### config.mk
export PLATFORM = sky130hd
export DESIGN_NAME = apb_rr_master_arbiter
export DESIGN_NICKNAME = d
export VERILOG_FILES = /design/src/rtl/apb_rr_master_arbiter.sv
export SDC_FILE = /design/constraint.sdc
export NUM_CORES = 1
export LEC_CHECK = 0
export ABC_AREA = 1
export BUFFER_PORTS_ARGS = -buffer_cell sky130_fd_sc_hd__buf_4
export CELL_PAD_IN_SITES_DETAIL_PLACEMENT = 1
export CELL_PAD_IN_SITES_GLOBAL_PLACEMENT = 1
export CORE_AREA = 2 2 167 169
export DETAILED_ROUTE_END_ITERATION = 7
export DIE_AREA = 0 0 169 171
export PLACE_DENSITY = 0.73
export SYNTH_ARGS = -nofsm -noshare
export SYNTH_HDL_FRONTEND = slang
export SYNTH_SLANG_ARGS = --single-unit
### constraint.sdc
create_clock -name clk_i -period 5.8 [get_ports clk_i]
set_input_delay 0.58 -clock clk_i [delete_from_list [all_inputs] [get_ports clk_i]]
set_output_delay 0.58 -clock clk_i [all_outputs]
set_load 0.03 [all_outputs]
### src/rtl/apb_rr_master_arbiter.sv
// -----------------------------------------------------------------------------
// apb_rr_master_arbiter
//
// Shares one APB master port between NUM_REQ requesters using round-robin
// arbitration. One request is accepted at a time through valid/ready, copied
// into a local register set, driven onto APB as a SETUP/ACCESS pair, and
// answered with a one-cycle response pulse to the requester that owned it.
// A watchdog forces an error completion when the slave never asserts pready.
//
// state  | meaning
// -------+-------------------------------------------------------------------
// IDLE   | bus released; arbitrate and accept at most one request per cycle
// SETUP  | psel=1, penable=0, latched request on the APB fields
// ACCESS | psel=1, penable=1, wait for pready or watchdog expiry
//
// Ports
//   clk_i, rst_ni              clock, synchronous active-low reset
//   req_valid_i / req_ready_o  per-requester handshake (ready one-hot or zero)
//   req_write_i                per-requester direction, 1 = write
//   req_addr_i/wdata_i/strb_i  packed request fields, requester i at slice i
//   rsp_valid_o                one-cycle response pulse to the owner
//   rsp_rdata_o, rsp_err_o     response payload, valid with rsp_valid_o
//   psel_o ... pstrb_o         APB master outputs
//   pready_i, pslverr_i,
//   prdata_i                   APB slave response
// -----------------------------------------------------------------------------
module apb_rr_master_arbiter #(
    parameter int unsigned NUM_REQ        = 4,
    parameter int unsigned ADDR_WIDTH     = 32,
    parameter int unsigned DATA_WIDTH     = 32,
    parameter int unsigned TIMEOUT_CYCLES = 256
) (
    input  logic                             clk_i,
    input  logic                             rst_ni,

    input  logic [NUM_REQ-1:0]               req_valid_i,
    output logic [NUM_REQ-1:0]               req_ready_o,
    input  logic [NUM_REQ-1:0]               req_write_i,
    input  logic [NUM_REQ*ADDR_WIDTH-1:0]    req_addr_i,
    input  logic [NUM_REQ*DATA_WIDTH-1:0]    req_wdata_i,
    input  logic [NUM_REQ*DATA_WIDTH/8-1:0]  req_strb_i,

    output logic [NUM_REQ-1:0]               rsp_valid_o,
    output logic [DATA_WIDTH-1:0]            rsp_rdata_o,
    output logic                             rsp_err_o,

    output logic                             psel_o,
    output logic                             penable_o,
    output logic                             pwrite_o,
    output logic [ADDR_WIDTH-1:0]            paddr_o,
    output logic [DATA_WIDTH-1:0]            pwdata_o,
    output logic [DATA_WIDTH/8-1:0]          pstrb_o,
    input  logic                             pready_i,
    input  logic                             pslverr_i,
    input  logic [DATA_WIDTH-1:0]            prdata_i
);

    localparam int unsigned IDX_W  = (NUM_REQ > 1) ? $clog2(NUM_REQ) : 1;
    localparam int unsigned STRB_W = DATA_WIDTH / 8;
    localparam int unsigned WDOG_W = (TIMEOUT_CYCLES > 0) ? $clog2(TIMEOUT_CYCLES + 1) : 1;

    // Counter value seen during the last allowed ACCESS cycle: the counter is
    // cleared on entry, so the N-th ACCESS cycle observes N-1.
    localparam logic [WDOG_W-1:0] WDOG_LAST =
        WDOG_W'((TIMEOUT_CYCLES > 0) ? (TIMEOUT_CYCLES - 1) : 0);

    typedef enum logic [1:0] {
        ST_IDLE   = 2'd0,
        ST_SETUP  = 2'd1,
        ST_ACCESS = 2'd2
    } state_e;

    state_e                 state_q,     state_d;
    logic [IDX_W-1:0]       ptr_q,       ptr_d;
    logic [IDX_W-1:0]       owner_q,     owner_d;
    logic                   write_q,     write_d;
    logic [ADDR_WIDTH-1:0]  addr_q,      addr_d;
    logic [DATA_WIDTH-1:0]  wdata_q,     wdata_d;
    logic [STRB_W-1:0]      strb_q,      strb_d;
    logic [WDOG_W-1:0]      wdog_q,      wdog_d;
    logic [NUM_REQ-1:0]     rsp_valid_q, rsp_valid_d;
    logic [DATA_WIDTH-1:0]  rsp_rdata_q, rsp_rdata_d;
    logic                   rsp_err_q,   rsp_err_d;

    logic                   grant_any;
    logic [IDX_W-1:0]       grant_idx;

    // (base + off) mod NUM_REQ for off in 1..NUM_REQ; one subtraction suffices
    // because the sum never reaches 2*NUM_REQ.
    function automatic logic [IDX_W-1:0] rr_idx(input logic [IDX_W-1:0] base,
                                                input int unsigned     off);
        int unsigned sum;
        sum = 32'(base) + off;
        if (sum >= NUM_REQ) begin
            sum = sum - NUM_REQ;
        end
        return IDX_W'(sum);
    endfunction

    // Round-robin pick: the first valid requester after the last winner.
    always_comb begin
        grant_any = 1'b0;
        grant_idx = ptr_q;
        for (int unsigned i = 1; i <= NUM_REQ; i++) begin
            if (!grant_any && req_valid_i[rr_idx(ptr_q, i)]) begin
                grant_any = 1'b1;
                grant_idx = rr_idx(ptr_q, i);
            end
        end
    end

    always_comb begin
        state_d     = state_q;
        ptr_d       = ptr_q;
        owner_d     = owner_q;
        write_d     = write_q;
        addr_d      = addr_q;
        wdata_d     = wdata_q;
        strb_d      = strb_q;
        wdog_d      = wdog_q;
        rsp_valid_d = '0;
        rsp_rdata_d = '0;
        rsp_err_d   = 1'b0;
        req_ready_o = '0;

        case (state_q)
            ST_IDLE: begin
                // Ready is withheld while reset is asserted: the reset edge
                // would discard the request, so accepting it would be a lie.
                if (grant_any && rst_ni) begin
                    req_ready_o[grant_idx] = 1'b1;
                    owner_d = grant_idx;
                    ptr_d   = grant_idx;
                    write_d = req_write_i[grant_idx];
                    addr_d  = req_addr_i[grant_idx*ADDR_WIDTH +: ADDR_WIDTH];
                    wdata_d = req_wdata_i[grant_idx*DATA_WIDTH +: DATA_WIDTH];
                    strb_d  = req_write_i[grant_idx] ?
                              req_strb_i[grant_idx*STRB_W +: STRB_W] : '0;
                    state_d = ST_SETUP;
                end
            end

            ST_SETUP: begin
                wdog_d  = '0;
                state_d = ST_ACCESS;
            end

            ST_ACCESS: begin
                if (pready_i) begin
                    rsp_valid_d = NUM_REQ'(1) << owner_q;
                    rsp_rdata_d = write_q ? '0 : prdata_i;
                    rsp_err_d   = pslverr_i;
                    state_d     = ST_IDLE;
                end else if ((TIMEOUT_CYCLES != 0) && (wdog_q == WDOG_LAST)) begin
                    rsp_valid_d = NUM_REQ'(1) << owner_q;
                    rsp_err_d   = 1'b1;
                    state_d     = ST_IDLE;
                end else if (TIMEOUT_CYCLES != 0) begin
                    wdog_d = wdog_q + 1'b1;
                end
            end

            default: begin
                state_d = ST_IDLE;
            end
        endcase
    end

    always_ff @(posedge clk_i) begin
        if (!rst_ni) begin
            state_q     <= ST_IDLE;
            ptr_q       <= IDX_W'(NUM_REQ - 1);
            owner_q     <= '0;
            write_q     <= 1'b0;
            addr_q      <= '0;
            wdata_q     <= '0;
            strb_q      <= '0;
            wdog_q      <= '0;
            rsp_valid_q <= '0;
            rsp_rdata_q <= '0;
            rsp_err_q   <= 1'b0;
        end else begin
            state_q     <= state_d;
            ptr_q       <= ptr_d;
            owner_q     <= owner_d;
            write_q     <= write_d;
            addr_q      <= addr_d;
            wdata_q     <= wdata_d;
            strb_q      <= strb_d;
            wdog_q      <= wdog_d;
            rsp_valid_q <= rsp_valid_d;
            rsp_rdata_q <= rsp_rdata_d;
            rsp_err_q   <= rsp_err_d;
        end
    end

    assign psel_o      = (state_q == ST_SETUP) || (state_q == ST_ACCESS);
    assign penable_o   = (state_q == ST_ACCESS);
    assign pwrite_o    = write_q;
    assign paddr_o     = addr_q;
    assign pwdata_o    = wdata_q;
    assign pstrb_o     = strb_q;

    assign rsp_valid_o = rsp_valid_q;
    assign rsp_rdata_o = rsp_rdata_q;
    assign rsp_err_o   = rsp_err_q;

endmodule

==> results of run 1 <==
[layer usage]
| layer | global-route usage | routed length, um |
|---|---|---|
| met1 | 0.233 | 12200 |
| met2 | 0.371 | 15200 |
| met3 | 0.0523 | 2070 |
| met4 | 0.0483 | 372 |
| met5 | 0 | 0 |
[metrics by stage]
step / instance area (sq um) / setup slack [ps]
floorplan: 6690 / 3180
global placement: 9900 / 2190
detailed placement: 9900 / 2120
CTS: 10400 / 1820
global route: 10400 / 1660
finish: 10400 / 1940
[worst max-delay path: stages (launching register included)]
cell	delay [ps]
dfxtp_1	690
nand2_1	150
nand3_1	140
nand2_2	120
nand3_1	160
nand3_4	750
nor2_4	400
inv_1	90
nor2_1	150
buf_4	190
[cells by family (layout without fill, tap and decap cells)]
group / count (synthesis) / count (layout) / share of synthesized area
xor+xnor: 1 / 1 / 0.00131
compound gates: 27 / 27 / 0.0228
buf+inv: 124 / 519 / 0.105
flops: 121 / 121 / 0.362
fa+ha+maj: 5 / 5 / 0.00936
simple gates: 758 / 758 / 0.499
[area by class of cell]
type | count | area share
clock buffer | 19 | 0.0434
sequential | 121 | 0.232
multi-input combinational | 791 | 0.343
tap | 346 | 0.0414
clock inverter | 13 | 0.00910
timing repair buffer | 433 | 0.311
inverter | 54 | 0.0204
[cells in the final DEF (no fill, tap or decap), drive strengths merged]
master      n
clkbuf     19
o21ai       5
o21bai      1
nor3        4
inv        58
nor4        4
nand3     291
buf       433
dfxtp     121
a31oi       1
clkinvlp    3
nor3b       2
a21oi      18
xnor2       1
ha          5
clkinv      6
nand2     410
nand3b      1
nor2       46
a211oi      2
[flip-flops by register name, indices dropped and copies added, names as in the netlist]
name and flops:
paddr_o 32, pwdata_o 32, rsp_rdata_o 32, wdog_q 9
pstrb_o 4, rsp_valid_o 4, owner_q 2, ptr_q 2
state_q 2, pwrite_o 1, rsp_err_o 1
[worst min path at each step]
stage / start / to / slack, ps / cells after the start
4_1_cts: pready_i / rsp_err_o$_SDFF_PN0_ / 350 / 2
5_1_grt: pready_i / rsp_err_o$_SDFF_PN0_ / 360 / 2
6_report: pready_i / rsp_err_o$_SDFF_PN0_ / 370 / 2
3_5_place_dp: owner_q[0]$_SDFFE_PN0P_ / rsp_valid_o[0]$_SDFF_PN0_ / 450 / 1
3_3_place_gp: owner_q[0]$_SDFFE_PN0P_ / rsp_valid_o[0]$_SDFF_PN0_ / 450 / 1
2_1_floorplan: owner_q[0]$_SDFFE_PN0P_ / rsp_valid_o[2]$_SDFF_PN0_ / 420 / 1
[power breakdown]
part / internal (W) / leakage, nW / total, W / switching, W
Combinational: 0.00131 / 4.19 / 0.00432 / 0.00302
Clock: 0.000572 / 0.266 / 0.000990 / 0.000418
Sequential: 0.00107 / 0.993 / 0.00120 / 0.000128
Total: 0.00295 / 5.45 / 0.00651 / 0.00356
==> flow_summary.yaml, run 1 <==
sta:
  maxClockFrequency_ghz: 0.259
  tightestPinTransition_ps: 1060
  slew_viol_final: 0
  fin_hold_ws_ps: 368
  fin_crit_sh: 0.665
  rsz0062_at_grt: "false"
  hold_viol: 0
  setup_tns_ps: 0
  slew_headroom: 0.294
  setup_viol: 0
  fin_skew_ps: 7.51
  fin_crit_ps: 3860
placed_design:
  dp.cells: 1745
  port_buffers: 427
  dp_hpwl_um: 22100
  gp_congestion: 0.800
die:
  num_rows: 61
  dieArea_sq_mm: 0.0289
  ios: 428
  die_width_um: 169
  core_area_sq_mm: 0.0273
  die_h_um: 171
  initial_core_util: 0.245
setup_path:
  end_kind: "primary output"
  worstPathRequired_ps: 5220
  reg2regPathDepth: 9
  arrival_ps: 3280
  path_max_fanout: 75
  path_class: "register to primary output"
  cp-endpoint: "req_ready_o[0]"
  rr_endpoint: "paddr_o[30]$_SDFFE_PN0P_"
  r2r_slack_ps: 2340
  worstSetupStartpointType: "register"
  reg2reg_from: "ptr_q[0]$_SDFFE_PN1P_"
  cp-startpoint: "ptr_q[0]$_SDFFE_PN1P_"
cts:
  clockBufferDepth: 2
  cts_sinks: 121
  cts_root_buf: "clkbuf_16"
  cts_hold_buf: 0
  clk_latency_ps: 410
  cts-buffers-inserted: 17
  tritoncts: "done"
  clkTransAtPathRegs_ps: 60
  cts_max_level: 4
  postCtsSetupRepairBufs: 0
  ctsResizeCount: 0
layout:
  seq_area_sq_mm: 0.00242
  stdcell_count: 1777
  fill_cells: 3544
  utilization: 0.382
  synthToLayoutAreaGrowth_pct: 56.3
  n_antenna_cell: 0
  multiInputGateArea_sq_mm: 0.00358
  final_nets: 1739
  drive_above_1_share: 0.344
yosys:
  synthCells: 1036
  synth.top_cell.area_share: 0.362
  synth_nets: 1357
  ys_warn_count: 0
  synth_edf_count: 0
  yosysMostFrequentCell: "nand2_1"
  synth_area_leaders: "dfxtp_1 36%, nand2_1 22%, nand3_1 22%"
  synth_top_area_cell: "dfxtp_1"
  synthesis.area_sq_mm: 0.00669
  synth_area_per_cell_sq_um: 6.45
  yosysSeqAreaShare: 0.362
  yosysUniqueCellTypes: 32
  yosys-top-cells-count: "394 x nand2_1, 288 x nand3_1, 121 x dfxtp_1, 50 x inv_1, 45 x nor2_1"
  ys.flop_type: "dfxtp_1"
  async_flop_share: 0
  yosys_register_bits: 121
pwr:
  p_leak_nw: 5.45
  p_total_w: 0.00651
  power_density_mw_per_mm2: 623
  peakVddDrop_v: 0.000507
status:
  status: "completed"
run:
  maxCapViolCount: 0
grt:
  antenna_found_initial: 0
  grt_pass1_vias: 8300
  grt_use_total: 0.201
  grt_start_max_net_pins: 92
  grt_remaining_overflow: 0
  grt_pass1_wl_um: 45200
drt:
  vias: 8248
  postRouteAntennaNets: 0
  via_per_inst: 4.64
  wl_per_cell_um: 16.8
  drc: 0
  firstDrtPassIters: 4
  first_iter_violations: 316
  route.final.wire_length_um: 29900
hold_path:
  hold_class: "input port to register"
(Power assumes the default switching activity.)
==> run 2: changes to the inputs <==
==> constraint.sdc (replaced) <==
create_clock -name clk_i -period 3.8 [get_ports clk_i]
set_input_delay 0.38 -clock clk_i [delete_from_list [all_inputs] [get_ports clk_i]]
set_output_delay 0.38 -clock clk_i [all_outputs]
set_load 0.03 [all_outputs]
==> run 2 against run 1 <==
Power rose by 56%; first-iteration DRC count fell by 9.2%; sequential share of layout area fell by 0.30 points; critical path type unchanged; sequential power rose by 53%; critical path depth rose by 4.
==> flow_summary.yaml, run 2 (synthesized netlist as in run 1, its figures left out) <==
setup_path:
  end_kind: "primary output"
  arrival_ps: 2720
  path_class: "register to primary output"
  cp_slowest_cell: "dfxtp_1"
  path_max_fanout: 31
  path_cells: "inv_8 > nand2_1 > nand2_2 > nand2_2 > nand2_2 > inv_4 > nand2_4 > nand2_4 > nand2_4 > nor2_4 > inv_1 > nor2_1 > buf_4"
  worstSetupStartpointType: "register"
  cp-startpoint: "ptr_q[0]$_SDFFE_PN1P_"
  cpPeakStageDelay_ps: 660
  worstPathRequired_ps: 3420
  reg2reg_from: "ptr_q[0]$_SDFFE_PN1P_"
die:
  die_h_um: 171
  die_width_um: 169
  ios: 428
  initial_core_util: 0.245
  num_rows: 61
  core_area_sq_mm: 0.0273
  dieArea_sq_mm: 0.0289
grt:
  grt_remaining_overflow: 0
  grt_pass1_vias: 8502
  antenna_found_initial: 0
  grt_start_max_net_pins: 72
  grt_pass1_wl_um: 46600
  grt_use_total: 0.207
cts:
  clkTransAtPathRegs_ps: 60
  cts_root_buf: "clkbuf_16"
  cts_hold_buf: 0
  clk_latency_ps: 410
  cts_max_level: 4
  tritoncts: "done"
  ctsResizeCount: 0
  cts-buffers-inserted: 17
  clockBufferDepth: 2
  postCtsSetupRepairBufs: 0
  cts_sinks: 121
sta:
  fin_skew_ps: 11.4
  maxClockFrequency_ghz: 0.322
  fin_hold_ws_ps: 170
  fin_crit_ps: 3100
  tightestPinTransition_ps: 877
  slew_viol_final: 0
  setup_tns_ps: 0
  slew_headroom: 0.415
  setup_viol: 0
  hold_viol: 0
  fin_crit_sh: 0.816
  rsz0062_at_grt: "false"
drt:
  via_per_inst: 4.67
  route.final.wire_length_um: 30700
  firstDrtPassIters: 4
  postRouteAntennaNets: 0
  first_iter_violations: 287
  wl_per_cell_um: 17.2
  drc: 0
  vias: 8335
pwr:
  swShare: 0.533
  p_leak_nw: 5.53
  intPower_w: 0.00474
  power.switching_w: 0.00541
  power_frac_clock: 0.171
  power_density_mw_per_mm2: 959
  peakVddDrop_v: 0.000735
  p_comb_frac: 0.648
  seqPwrFrac: 0.182
layout:
  mostFrequentLayoutCells: "440 x buf_4, 394 x nand2_1, 287 x nand3_1"
  layout_commonest_cell: "buf_4"
  synthToLayoutAreaGrowth_pct: 58.3
  drive_above_1_share: 0.347
  n_antenna_cell: 0
  final_nets: 1747
placed_design:
  port_buffers: 427
  dp_hpwl_um: 23400
  gp_congestion: 0.809
hold_path:
  hold_class: "input port to register"
  min_from: "pready_i"
run:
  maxCapViolCount: 0
status:
  status: "completed"
run 2: cell count changes in the layout (fill, tap and decap cells not counted):
cell	previous run	this run
buf_12	0	1
buf_4	433	440
bufinv_16	0	3
clkbuf_8	2	0
clkinv_2	4	2
clkinv_4	2	3
clkinvlp_4	3	1
inv_6	4	5
inv_8	1	2
run 2: power groups by stage:
stage                     Combinational [W]  Sequential (W)  Clock, W
after floorplan                     0.00446         0.00239         0
after global placement              0.00657         0.00186         0
after detailed placement            0.00666         0.00187         0
after CTS                           0.00669         0.00184   0.00178
after global routing                0.00737         0.00188   0.00184
final                               0.00658         0.00184   0.00173
run 2: worst paths after layout:
kind	to	slack [ps]	cells past startpoint
worst max-delay path	req_ready_o[0]	700	13
worst min-delay path	rsp_err_o$_SDFF_PN0_	170	2
worst max register to register	pwdata_o[29]$_SDFFE_PN0P_	1030	13
worst min register to register	wdog_q[8]$_SDFFE_PN0P_	460	2
run 2: through the flow:
step	power (W)	utilization	instances	cell area, sq um	setup WS, ps
6_report	0.0102	0.387	1785	10600	698
5_1_grt	0.0111	0.387	1785	10600	484
4_1_cts	0.0103	0.387	1785	10600	637
3_5_place_dp	0.00853	0.365	1753	9970	1000
3_3_place_gp	0.00842	0.365	1753	9970	1080
2_1_floorplan	0.00686	-	1036	6690	1460
run 2: layout make-up:
class	instances	area, sq um
Tap cell	346	433
Multi-Input combinational cell	791	3580
Clock inverter	15	189
Inverter	54	213
Sequential cell	121	2420
Fill cell	3550	16700
Timing Repair Buffer	441	3320
Clock buffer	17	425
run 2: routing by layer:
| metal | up-vias | track usage | routed length [um] |
|---|---|---|---|
| li1 | 4140 | - | - |
| met1 | 3856 | 0.231 | 12000 |
| met2 | 299 | 0.382 | 15800 |
| met3 | 38 | 0.0592 | 2390 |
| met4 | 2 | 0.0609 | 616 |
| met5 | - | 0 | 5 |
run 2: worst max-delay path, delay by kind of cell (launching register included):
kind,cells,cell delay (ps)
simple gates,9,1160
flops,1,660
buf+inv,4,480
